[src/rtl/pe2d_result_collector_if.sv]
// Result path between the 2x2 PE array, the collector and its downstream consumer.
// master = producer/consumer side (array + sink), slave = collector.
interface pe2d_result_collector_if #(
   parameter int IN_W  = 64,
   parameter int OUT_W = 8
);
   logic                 i_flag;
   logic [IN_W-1:0]      i_mat;
   logic [5:0]           i_shift;
   logic                 i_clr;
   logic                 i_ready;
   logic                 o_valid;
   logic [4*OUT_W-1:0]   o_mat;
   logic                 o_ovf;
   logic                 o_frag;

   modport master (
      output i_flag, i_mat, i_shift, i_clr, i_ready,
      input  o_valid, o_mat, o_ovf, o_frag
   );

   modport slave (
      input  i_flag, i_mat, i_shift, i_clr, i_ready,
      output o_valid, o_mat, o_ovf, o_frag
   );
endinterface

[src/rtl/pe2d_result_collector.sv]
// Collects the 4-word result burst of the 2x2 PE array, requantizes each word and
// hands the packed block downstream, with one pending slot behind the output register.
module pe2d_result_collector #(
   parameter int IN_W    = 64,
   parameter int OUT_W   = 8,
   parameter int RELU_EN = 0
) (
   input  logic                   clk,
   input  logic                   rst,
   pe2d_result_collector_if.slave bus
);
   localparam longint SAT_MAX_L = (longint'(1) << (OUT_W - 1)) - 1;
   localparam logic signed [IN_W-1:0] SAT_MAX = IN_W'(SAT_MAX_L);
   localparam logic signed [IN_W-1:0] SAT_MIN = -SAT_MAX - 1;

   logic [1:0]                cnt_q, cnt_d;
   logic                      drop_q, drop_d;
   logic                      pending_q, pending_d;
   logic [5:0]                sh_q, sh_d;
   logic [3:0][OUT_W-1:0]     stage_q, stage_d;
   logic                      valid_q, valid_d;
   logic [4*OUT_W-1:0]        mat_q, mat_d;
   logic                      ovf_q, ovf_d;
   logic                      frag_q, frag_d;

   logic [5:0]                sh_eff;
   logic signed [IN_W-1:0]    shifted, clipped;
   logic [OUT_W-1:0]          q_word;
   logic                      out_free, start, ovf_evt, cap, complete, frag_evt;

   // Word 0 uses the live shift so the whole block shares the amount sampled with it.
   assign sh_eff  = (cnt_q == 2'd0) ? bus.i_shift : sh_q;
   assign shifted = $signed(bus.i_mat) >>> sh_eff;

   always_comb begin
      clipped = shifted;
      if (RELU_EN != 0 && shifted[IN_W-1]) clipped = '0;
      if (clipped > SAT_MAX)      q_word = SAT_MAX[OUT_W-1:0];
      else if (clipped < SAT_MIN) q_word = SAT_MIN[OUT_W-1:0];
      else                        q_word = clipped[OUT_W-1:0];
   end

   // A new block may start while the pending slot drains on the same edge.
   assign out_free = !valid_q || bus.i_ready;
   assign start    = bus.i_flag && !drop_q && (cnt_q == 2'd0);
   assign ovf_evt  = start && pending_q && !out_free;
   assign cap      = bus.i_flag && !drop_q && !ovf_evt;
   assign complete = cap && (cnt_q == 2'd3);
   assign frag_evt = !bus.i_flag && (cnt_q != 2'd0);

   generate
      for (genvar gi = 0; gi < 4; gi++) begin : g_stage
         assign stage_d[gi] = (cap && cnt_q == 2'(gi)) ? q_word : stage_q[gi];
      end
   endgenerate

   always_comb begin
      cnt_d     = cnt_q;
      drop_d    = ovf_evt || (drop_q && bus.i_flag);
      sh_d      = (cap && cnt_q == 2'd0) ? bus.i_shift : sh_q;
      pending_d = pending_q;
      valid_d   = valid_q;
      mat_d     = mat_q;
      ovf_d     = ovf_evt  || (ovf_q  && !bus.i_clr);
      frag_d    = frag_evt || (frag_q && !bus.i_clr);

      if (cap)           cnt_d = cnt_q + 2'd1;
      else if (frag_evt) cnt_d = 2'd0;

      if (out_free) begin
         if (pending_q) begin
            mat_d     = stage_q;
            valid_d   = 1'b1;
            pending_d = complete;
         end else if (complete) begin
            mat_d   = {q_word, stage_q[2], stage_q[1], stage_q[0]};
            valid_d = 1'b1;
         end else begin
            valid_d = 1'b0;
         end
      end else if (complete) begin
         pending_d = 1'b1;
      end
   end

   always_ff @(posedge clk or posedge rst) begin
      if (rst) begin
         cnt_q     <= '0;
         drop_q    <= 1'b0;
         pending_q <= 1'b0;
         sh_q      <= '0;
         stage_q   <= '0;
         valid_q   <= 1'b0;
         mat_q     <= '0;
         ovf_q     <= 1'b0;
         frag_q    <= 1'b0;
      end else begin
         cnt_q     <= cnt_d;
         drop_q    <= drop_d;
         pending_q <= pending_d;
         sh_q      <= sh_d;
         stage_q   <= stage_d;
         valid_q   <= valid_d;
         mat_q     <= mat_d;
         ovf_q     <= ovf_d;
         frag_q    <= frag_d;
      end
   end

   assign bus.o_valid = valid_q;
   assign bus.o_mat   = mat_q;
   assign bus.o_ovf   = ovf_q;
   assign bus.o_frag  = frag_q;
endmodule

[src/flat_wrapper.sv]
// flat-port wrapper written by rule: the top's interface ports become plain ports
module pe2d_result_collector_flat 
#(
   parameter int IN_W    = 64,
   parameter int OUT_W   = 8,
   parameter int RELU_EN = 0
)
  (clk, rst, bus_i_flag, bus_i_mat, bus_i_shift, bus_i_clr, bus_i_ready, bus_o_valid, bus_o_mat, bus_o_ovf, bus_o_frag);
  pe2d_result_collector_if #(.IN_W(IN_W), .OUT_W(OUT_W)) bus_i ();
  input  logic clk;
  input  logic rst;
  input wire logic [$bits(bus_i.i_flag)-1:0] bus_i_flag;
  input wire logic [$bits(bus_i.i_mat)-1:0] bus_i_mat;
  input wire logic [$bits(bus_i.i_shift)-1:0] bus_i_shift;
  input wire logic [$bits(bus_i.i_clr)-1:0] bus_i_clr;
  input wire logic [$bits(bus_i.i_ready)-1:0] bus_i_ready;
  output wire logic [$bits(bus_i.o_valid)-1:0] bus_o_valid;
  output wire logic [$bits(bus_i.o_mat)-1:0] bus_o_mat;
  output wire logic [$bits(bus_i.o_ovf)-1:0] bus_o_ovf;
  output wire logic [$bits(bus_i.o_frag)-1:0] bus_o_frag;
  assign bus_i.i_flag = bus_i_flag;
  assign bus_i.i_mat = bus_i_mat;
  assign bus_i.i_shift = bus_i_shift;
  assign bus_i.i_clr = bus_i_clr;
  assign bus_i.i_ready = bus_i_ready;
  assign bus_o_valid = bus_i.o_valid;
  assign bus_o_mat = bus_i.o_mat;
  assign bus_o_ovf = bus_i.o_ovf;
  assign bus_o_frag = bus_i.o_frag;
  pe2d_result_collector #(.IN_W(IN_W), .OUT_W(OUT_W), .RELU_EN(RELU_EN)) u_core (.clk(clk), .rst(rst), .bus(bus_i));
endmodule
[config.mk]
export PLATFORM = sky130hd
export DESIGN_NAME = pe2d_result_collector_flat
export DESIGN_NICKNAME = d
export VERILOG_FILES = /design/src/rtl/pe2d_result_collector_if.sv /design/src/rtl/pe2d_result_collector.sv /design/src/flat_wrapper.sv
export SDC_FILE = /design/constraint.sdc
export NUM_CORES = 1
export LEC_CHECK = 0
export CORE_UTILIZATION = 35
export DETAILED_ROUTE_END_ITERATION = 8
export PLACE_DENSITY = 0.62
export SLEW_MARGIN = 25
export SYNTH_ARGS = -nofsm -noshare
export SYNTH_HDL_FRONTEND = slang
export SYNTH_SLANG_ARGS = --single-unit
export TNS_END_PERCENT = 10
[constraint.sdc]
create_clock -name clk -period 10 [get_ports clk]
set_clock_uncertainty 0.1 [all_clocks]
set_input_delay 2.5 -clock clk [delete_from_list [all_inputs] [get_ports clk]]
set_output_delay 2.5 -clock clk [all_outputs]
set_load 0.005 [all_outputs]
==> results.json, run 1 <==
{
  "outcome": "finished clean",
  "syn_area_per_cell_sq_um": 9.21,
  "slew_violations": 0,
  "cts.sink_count": 77,
  "worst_ep_arrival_time_ps": 7580,
  "rsz0062_at_grt": "no",
  "drt-wirelength-per-cell_um": 23.2,
  "syn-cell-area_sq_um": 7370,
  "synth_mux_area_frac": 0.301,
  "synth-simple-area-share": 0.165,
  "hold_class": "register to register",
  "synth.largest_area_cell": "dfrtp_1",
  "postCtsSetupBuffers": 0,
  "finalInstanceArea_sq_um": 8960,
  "drt_pass1_iterations": 6,
  "htree_levels": 3,
  "setup_viol": 0,
  "place_area_sq_um": 8670,
  "die_area_sq_um": 21600,
  "grt_pass1_wl_mm": 41.6,
  "critPathMaxFanout": 26,
  "synth_edf_count": 0,
  "drc": 0,
  "hold_buffers": 0,
  "vias_per_cell": 6.31,
  "io_pins": 110,
  "root_buffer": "clkbuf_16",
  "cts_tree": "built",
  "synthCells": 800,
  "grtUsageTotal": 0.248,
  "final_cell_mix": "nand2_1, clkdlybuf4s50_1, dfrtp_1, mux2i_1, mux4_2",
  "gp_congestion": 1.02,
  "syn-num-nets": 879,
  "synthXorXnorAreaFrac": 0,
  "ys.flop_type": "dfrtp_1",
  "dp_hpwl_mm": 20.3,
  "area_growth_pct": 21.6,
  "clk_latency_ps": 340,
  "synth_top_family_by_area": "multiplexers",
  "numCtsBuffers": 9,
  "diodes": 0,
  "synth.area.top_cells": "dfrtp_1, mux4_2, mux2i_1",
  "final_common_cell": "nand2_1",
  "grt_max_degree": 78,
  "layout.nets": 953,
  "cp-end-kind": "register",
  "fin_tns_setup_ps": 0,
  "synth_fa_ha_area_frac": 0.00815,
  "overflow": 0,
  "relSlewSlack": 0.358,
  "wirelength_mm": 26.7,
  "synth_async_sr_flop_share": 1.00,
  "hold_viol_final": 0,
  "ctsResizeCount": 0,
  "synth_top_area_frac": 0.261,
  "clkSlewWorstSetupHoldPaths_ps": 70,
  "die_h_um": 147,
  "fp.dieW_um": 147,
  "grt_pass1_vias": 7028,
  "row_count": 52,
  "start_kind": "input pin",
  "layout-drive-gt1-share": 0.147,
  "criticalPathCategory": "input pin to register",
  "clock.fmax_mhz": 134,
  "min_period_ps": 7470,
  "ant_nets": 0,
  "synth-seq-cells": 77,
  "tightest_slew_ps": 943,
  "drt-initial-drc-count": 719,
  "start_util": 0.361,
  "antenna_found_initial": 0,
  "coreArea_sq_um": 20400,
  "yosys_warnings": 0,
  "ys_seq_area_frac": 0.261,
  "synth_cell_type_count": 58,
  "nFillCells": 2058,
  "maxCapViolCount": 0,
  "worstPathRequired_ps": 10100,
  "clk_path_buf_depth": 2,
  "port_buffers": 109,
  "vias": 7254,
  "fin_crit_sh": 0.747,
  "synth_compound_area_frac": 0.217
}
per-stage QoR:
step / setup WS (ps) / util / std cells / hold WS, ps
CTS: 2560 / 0.438 / 1149 / 373
global route: 2180 / 0.439 / 1149 / 397
floorplan: 4110 / - / 800 / 339
detailed placement: 2210 / 0.424 / 1133 / 357
global placement: 2230 / 0.424 / 1133 / 355
finish: 2530 / 0.439 / 1149 / 369
synth_stat cells (4+ instances only):
| cell | n |
|---|---|
| mux2i_1 | 73 |
| ha_1 | 4 |
| a221oi_1 | 10 |
| a221oi_2 | 7 |
| a32oi_1 | 5 |
| nor4_1 | 9 |
| mux2_2 | 15 |
| nand3_1 | 15 |
| a31oi_1 | 11 |
| a211oi_1 | 15 |
| nand4_1 | 9 |
| nor2_1 | 47 |
| a22oi_1 | 24 |
| dfrtp_1 | 77 |
| nand2_1 | 168 |
| a21o_1 | 7 |
| inv_1 | 7 |
| o22ai_1 | 17 |
| clkbuf_1 | 34 |
| o211ai_1 | 8 |
| buf_2 | 13 |
| mux4_2 | 58 |
| o21ai_0 | 31 |
| nor3_1 | 10 |
| a22o_1 | 30 |
| and3_1 | 5 |
| a21oi_1 | 30 |
| and2_1 | 5 |
| buf_4 | 12 |
routing by layer:
layer / global-route usage / wire, um / vias to the layer above / part of all wire
li1: - / - / 3279 / -
met1: 0.329 / 11400 / 3544 / 0.43
met2: 0.389 / 12100 / 354 / 0.46
met3: 0.0326 / 1660 / 77 / 0.062
met4: 0.143 / 1500 / 0 / 0.056
met5: 0 / 0 / - / 0
logic make-up after synthesis:
group | Yosys count
compound gates | 218
fa+ha+maj | 5
buf+inv | 71
flops | 77
mux | 147
simple gates | 282
critical path, stage by stage:
cell and delay (ps):
clkdlybuf4s50_1 470, mux2i_4 730, buf_4 540, mux4_2 580
mux2i_1 380, a22oi_1 160, o221ai_1 220, nand4_1 150
or4b_1 490, o41ai_1 440, a41o_2 330, and3_1 440
a221oi_2 130
flip-flops by register name, summed over array words and instances (netlist names):
register,cells
u_core.bus.o_frag,1
u_core.bus.o_mat,32
u_core.bus.o_ovf,1
u_core.bus.o_valid,1
u_core.cnt_q,2
u_core.drop_q,1
u_core.pending_q,1
u_core.sh_q,6
u_core.stage_q,32
worst paths after layout:
kind                                           startpoint                                to  slack [ps]  depth (start not counted)
min reg2reg                u_core.stage_q[13]$_DFFE_PP0P_  u_core.bus.o_mat[13]$_DFFE_PP0P_         370                          2
max reg2reg                   u_core.cnt_q[0]$_DFFE_PP0P_  u_core.bus.o_mat[24]$_DFFE_PP0P_        4080                         15
min in group asynchronous                             rst  u_core.bus.o_mat[17]$_DFFE_PP0P_        2580                          3
min                        u_core.stage_q[13]$_DFFE_PP0P_  u_core.bus.o_mat[13]$_DFFE_PP0P_         370                          2
max                                        bus_i_shift[0]  u_core.bus.o_mat[24]$_DFFE_PP0P_        2530                         13
max in group asynchronous                             rst       u_core.cnt_q[1]$_DFFE_PP0P_        6770                          3
final cells by class:
cell class              count  area, sq um  share of cell area
clock buffers               9          225              0.0251
inverters                   7         26.3             0.00293
clock inverters             7         63.8             0.00712
flip-flops and latches     77         1930               0.215
repair buffers            127         1230               0.137
multi-input cells         652         5150               0.575
well taps                 270          338              0.0377
Power of run 1 is left out: the tool's default activity adds up to more than one toggle a clock period on the data nets, which glitch-free logic cannot reach.
==> run 2, diff against run 1 <==
--- a/config.mk
+++ b/config.mk
@@ -7,7 +7,7 @@
 export LEC_CHECK = 0
 export CORE_UTILIZATION = 35
 export DETAILED_ROUTE_END_ITERATION = 8
-export PLACE_DENSITY = 0.62
+export PLACE_DENSITY = 0.64
 export SLEW_MARGIN = 25
 export SYNTH_ARGS = -nofsm -noshare
 export SYNTH_HDL_FRONTEND = slang
==> constraint.sdc (replaced) <==
create_clock -name clk -period 6.81 [get_ports clk]
set_clock_uncertainty 0.1 [all_clocks]
set_input_delay 1.7025 -clock clk [delete_from_list [all_inputs] [get_ports clk]]
set_output_delay 1.7025 -clock clk [all_outputs]
set_load 0.005 [all_outputs]
==> run 2 against run 1 <==
First-iteration DRC count grew 15%; utilization grew 0.89 points; highest routed layer unchanged; largest cell class unchanged; final area grew 2.0%.
==> results.json, run 2 (synthesis results as in run 1) <==
{
  "ant_nets": 0,
  "fp.dieW_um": 147,
  "regToRegStartpoint": "u_core.cnt_q[0]$_DFFE_PP0P_",
  "layout.nets": 973,
  "vias": 7514,
  "layout-drive-gt1-share": 0.166,
  "grt_max_degree": 78,
  "critPathMaxFanout": 36,
  "slew_violations": 0,
  "slowest_delay_ps": 590,
  "relSlewSlack": 0.337,
  "whs_path_depth": 2,
  "worstPathRequired_ps": 6910,
  "clock.fmax_mhz": 164,
  "clk_latency_ps": 340,
  "outcome": "finished clean",
  "drt-initial-drc-count": 824,
  "die_area_sq_um": 21600,
  "cpMaxStageDelayCell": "mux4_2",
  "start_kind": "input pin",
  "cp-end-kind": "register",
  "drt_pass1_iterations": 5,
  "path_cells": "clkdlybuf4s50_1 -> mux2i_4 -> buf_12 -> buf_4 -> mux4_2 -> mux2i_1 -> mux2i_1 -> o21ai_0 -> o21ai_0 -> or4_1 -> nor4_1 -> a41o_2 -> and3_1 -> a221oi_2",
  "critical_path.reg2reg.endpoint": "u_core.bus.o_mat[26]$_DFFE_PP0P_",
  "ctsResizeCount": 0,
  "r2r_slack_ps": 1450,
  "criticalPathCategory": "input pin to register",
  "fin_tns_setup_ps": 0,
  "gp_congestion": 1.00,
  "rsz0062_at_grt": "no",
  "row_count": 52,
  "coreArea_sq_um": 20400,
  "area_growth_pct": 24.1,
  "fin_crit_sh": 0.896,
  "nFillCells": 2022,
  "r2r_cells": 15,
  "cts_tree": "built",
  "cts.sink_count": 77,
  "worst_ep_arrival_time_ps": 6200,
  "tightest_slew_ps": 968,
  "min_period_ps": 6100,
  "final_cell_mix": "nand2_1, clkdlybuf4s50_1, dfrtp_1, mux2i_1, mux4_2",
  "wirelength_mm": 26.3,
  "setup_viol": 0,
  "root_buffer": "clkbuf_16",
  "vias_per_cell": 6.43,
  "antenna_found_initial": 0,
  "die_h_um": 147,
  "diodes": 0,
  "io_pins": 110,
  "port_buffers": 109,
  "start_util": 0.361,
  "overflow": 0,
  "drt-wirelength-per-cell_um": 22.5,
  "htree_levels": 3,
  "final_common_cell": "nand2_1",
  "dp_hpwl_mm": 20.5,
  "min_to": "u_core.bus.o_mat[7]$_DFFE_PP0P_",
  "postCtsSetupBuffers": 0,
  "hold_viol_final": 0,
  "hp-start": "u_core.stage_q[7]$_DFFE_PP0P_",
  "maxCapViolCount": 0,
  "clk_path_buf_depth": 2,
  "numCtsBuffers": 9,
  "clkSlewWorstSetupHoldPaths_ps": 60,
  "grt_pass1_wl_mm": 41.4,
  "grtUsageTotal": 0.245,
  "drc": 0,
  "hold_class": "register to register",
  "hold_buffers": 0,
  "grt_pass1_vias": 7291
}
run 2: changes by cell type in the layout (fill, tap and decap cells not counted), sizes merged:
cell and delta:
buf +20
run 2: worst max path at each step:
stage | depth (start not counted) | startpoint | slack [ps] | end
5_1_grt | 14 | bus_i_shift[0] | 500 | u_core.bus.o_mat[28]$_DFFE_PP0P_
2_1_floorplan | 13 | bus_i_shift[0] | 1720 | u_core.bus.o_mat[24]$_DFFE_PP0P_
4_1_cts | 14 | bus_i_shift[0] | 790 | u_core.bus.o_mat[26]$_DFFE_PP0P_
6_report | 14 | bus_i_shift[0] | 710 | u_core.bus.o_mat[26]$_DFFE_PP0P_
3_5_place_dp | 14 | bus_i_shift[0] | 460 | u_core.bus.o_mat[28]$_DFFE_PP0P_
3_3_place_gp | 13 | bus_i_shift[0] | 480 | u_core.bus.o_mat[24]$_DFFE_PP0P_
run 2: worst max-delay path: cells and delay by family:
kind,cells,cell delay (ps)
buffers and inverters,3,1230
AOI/OAI and AO/OA,4,940
muxes,4,1090
and+or+nand+nor,3,1180
run 2: area by class of cell:
| cell class | count | area [sq um] | share of cell area |
|---|---|---|---|
| multi-input combinational | 652 | 5160 | 0.564 |
| tap | 270 | 338 | 0.0369 |
| clock buffer | 9 | 225 | 0.0246 |
| sequential | 77 | 1930 | 0.211 |
| inverter | 7 | 26.3 | 0.00287 |
| clock inverter | 7 | 66.3 | 0.00725 |
| timing repair buffer | 147 | 1410 | 0.154 |
run 2: stage by stage:
stage	util	area, sq um	hold slack (ps)	std cells	setup WS, ps
2_1_floorplan	-	7370	339	800	1720
3_3_place_gp	0.433	8850	350	1153	480
3_5_place_dp	0.433	8850	361	1153	460
4_1_cts	0.447	9140	375	1169	786
5_1_grt	0.448	9140	395	1169	496
6_report	0.448	9140	367	1169	710
run 2: layer usage:
metal	GRT usage	vias to the layer above	routed length [um]
li1	-	3315	-
met1	0.320	3649	10800
met2	0.385	439	12000
met3	0.0441	111	2040
met4	0.136	0	1510
met5	0	-	0
Power of run 2 is left out for the same reason.
==> run 3, diff against run 2 <==
==> constraint.sdc (replaced) <==
create_clock -name clk -period 6.81 [get_ports clk]
set_clock_uncertainty 0.1 [all_clocks]
set_input_delay 1.7025 -clock clk [delete_from_list [all_inputs] [get_ports clk]]
set_output_delay 1.7025 -clock clk [all_outputs]
set_load 0.02 [all_outputs]
==> results of run 3 <==
Same layout as run 2: the final DEF is identical, and so are final timing and power.
Power of run 3 is left out for the same reason.
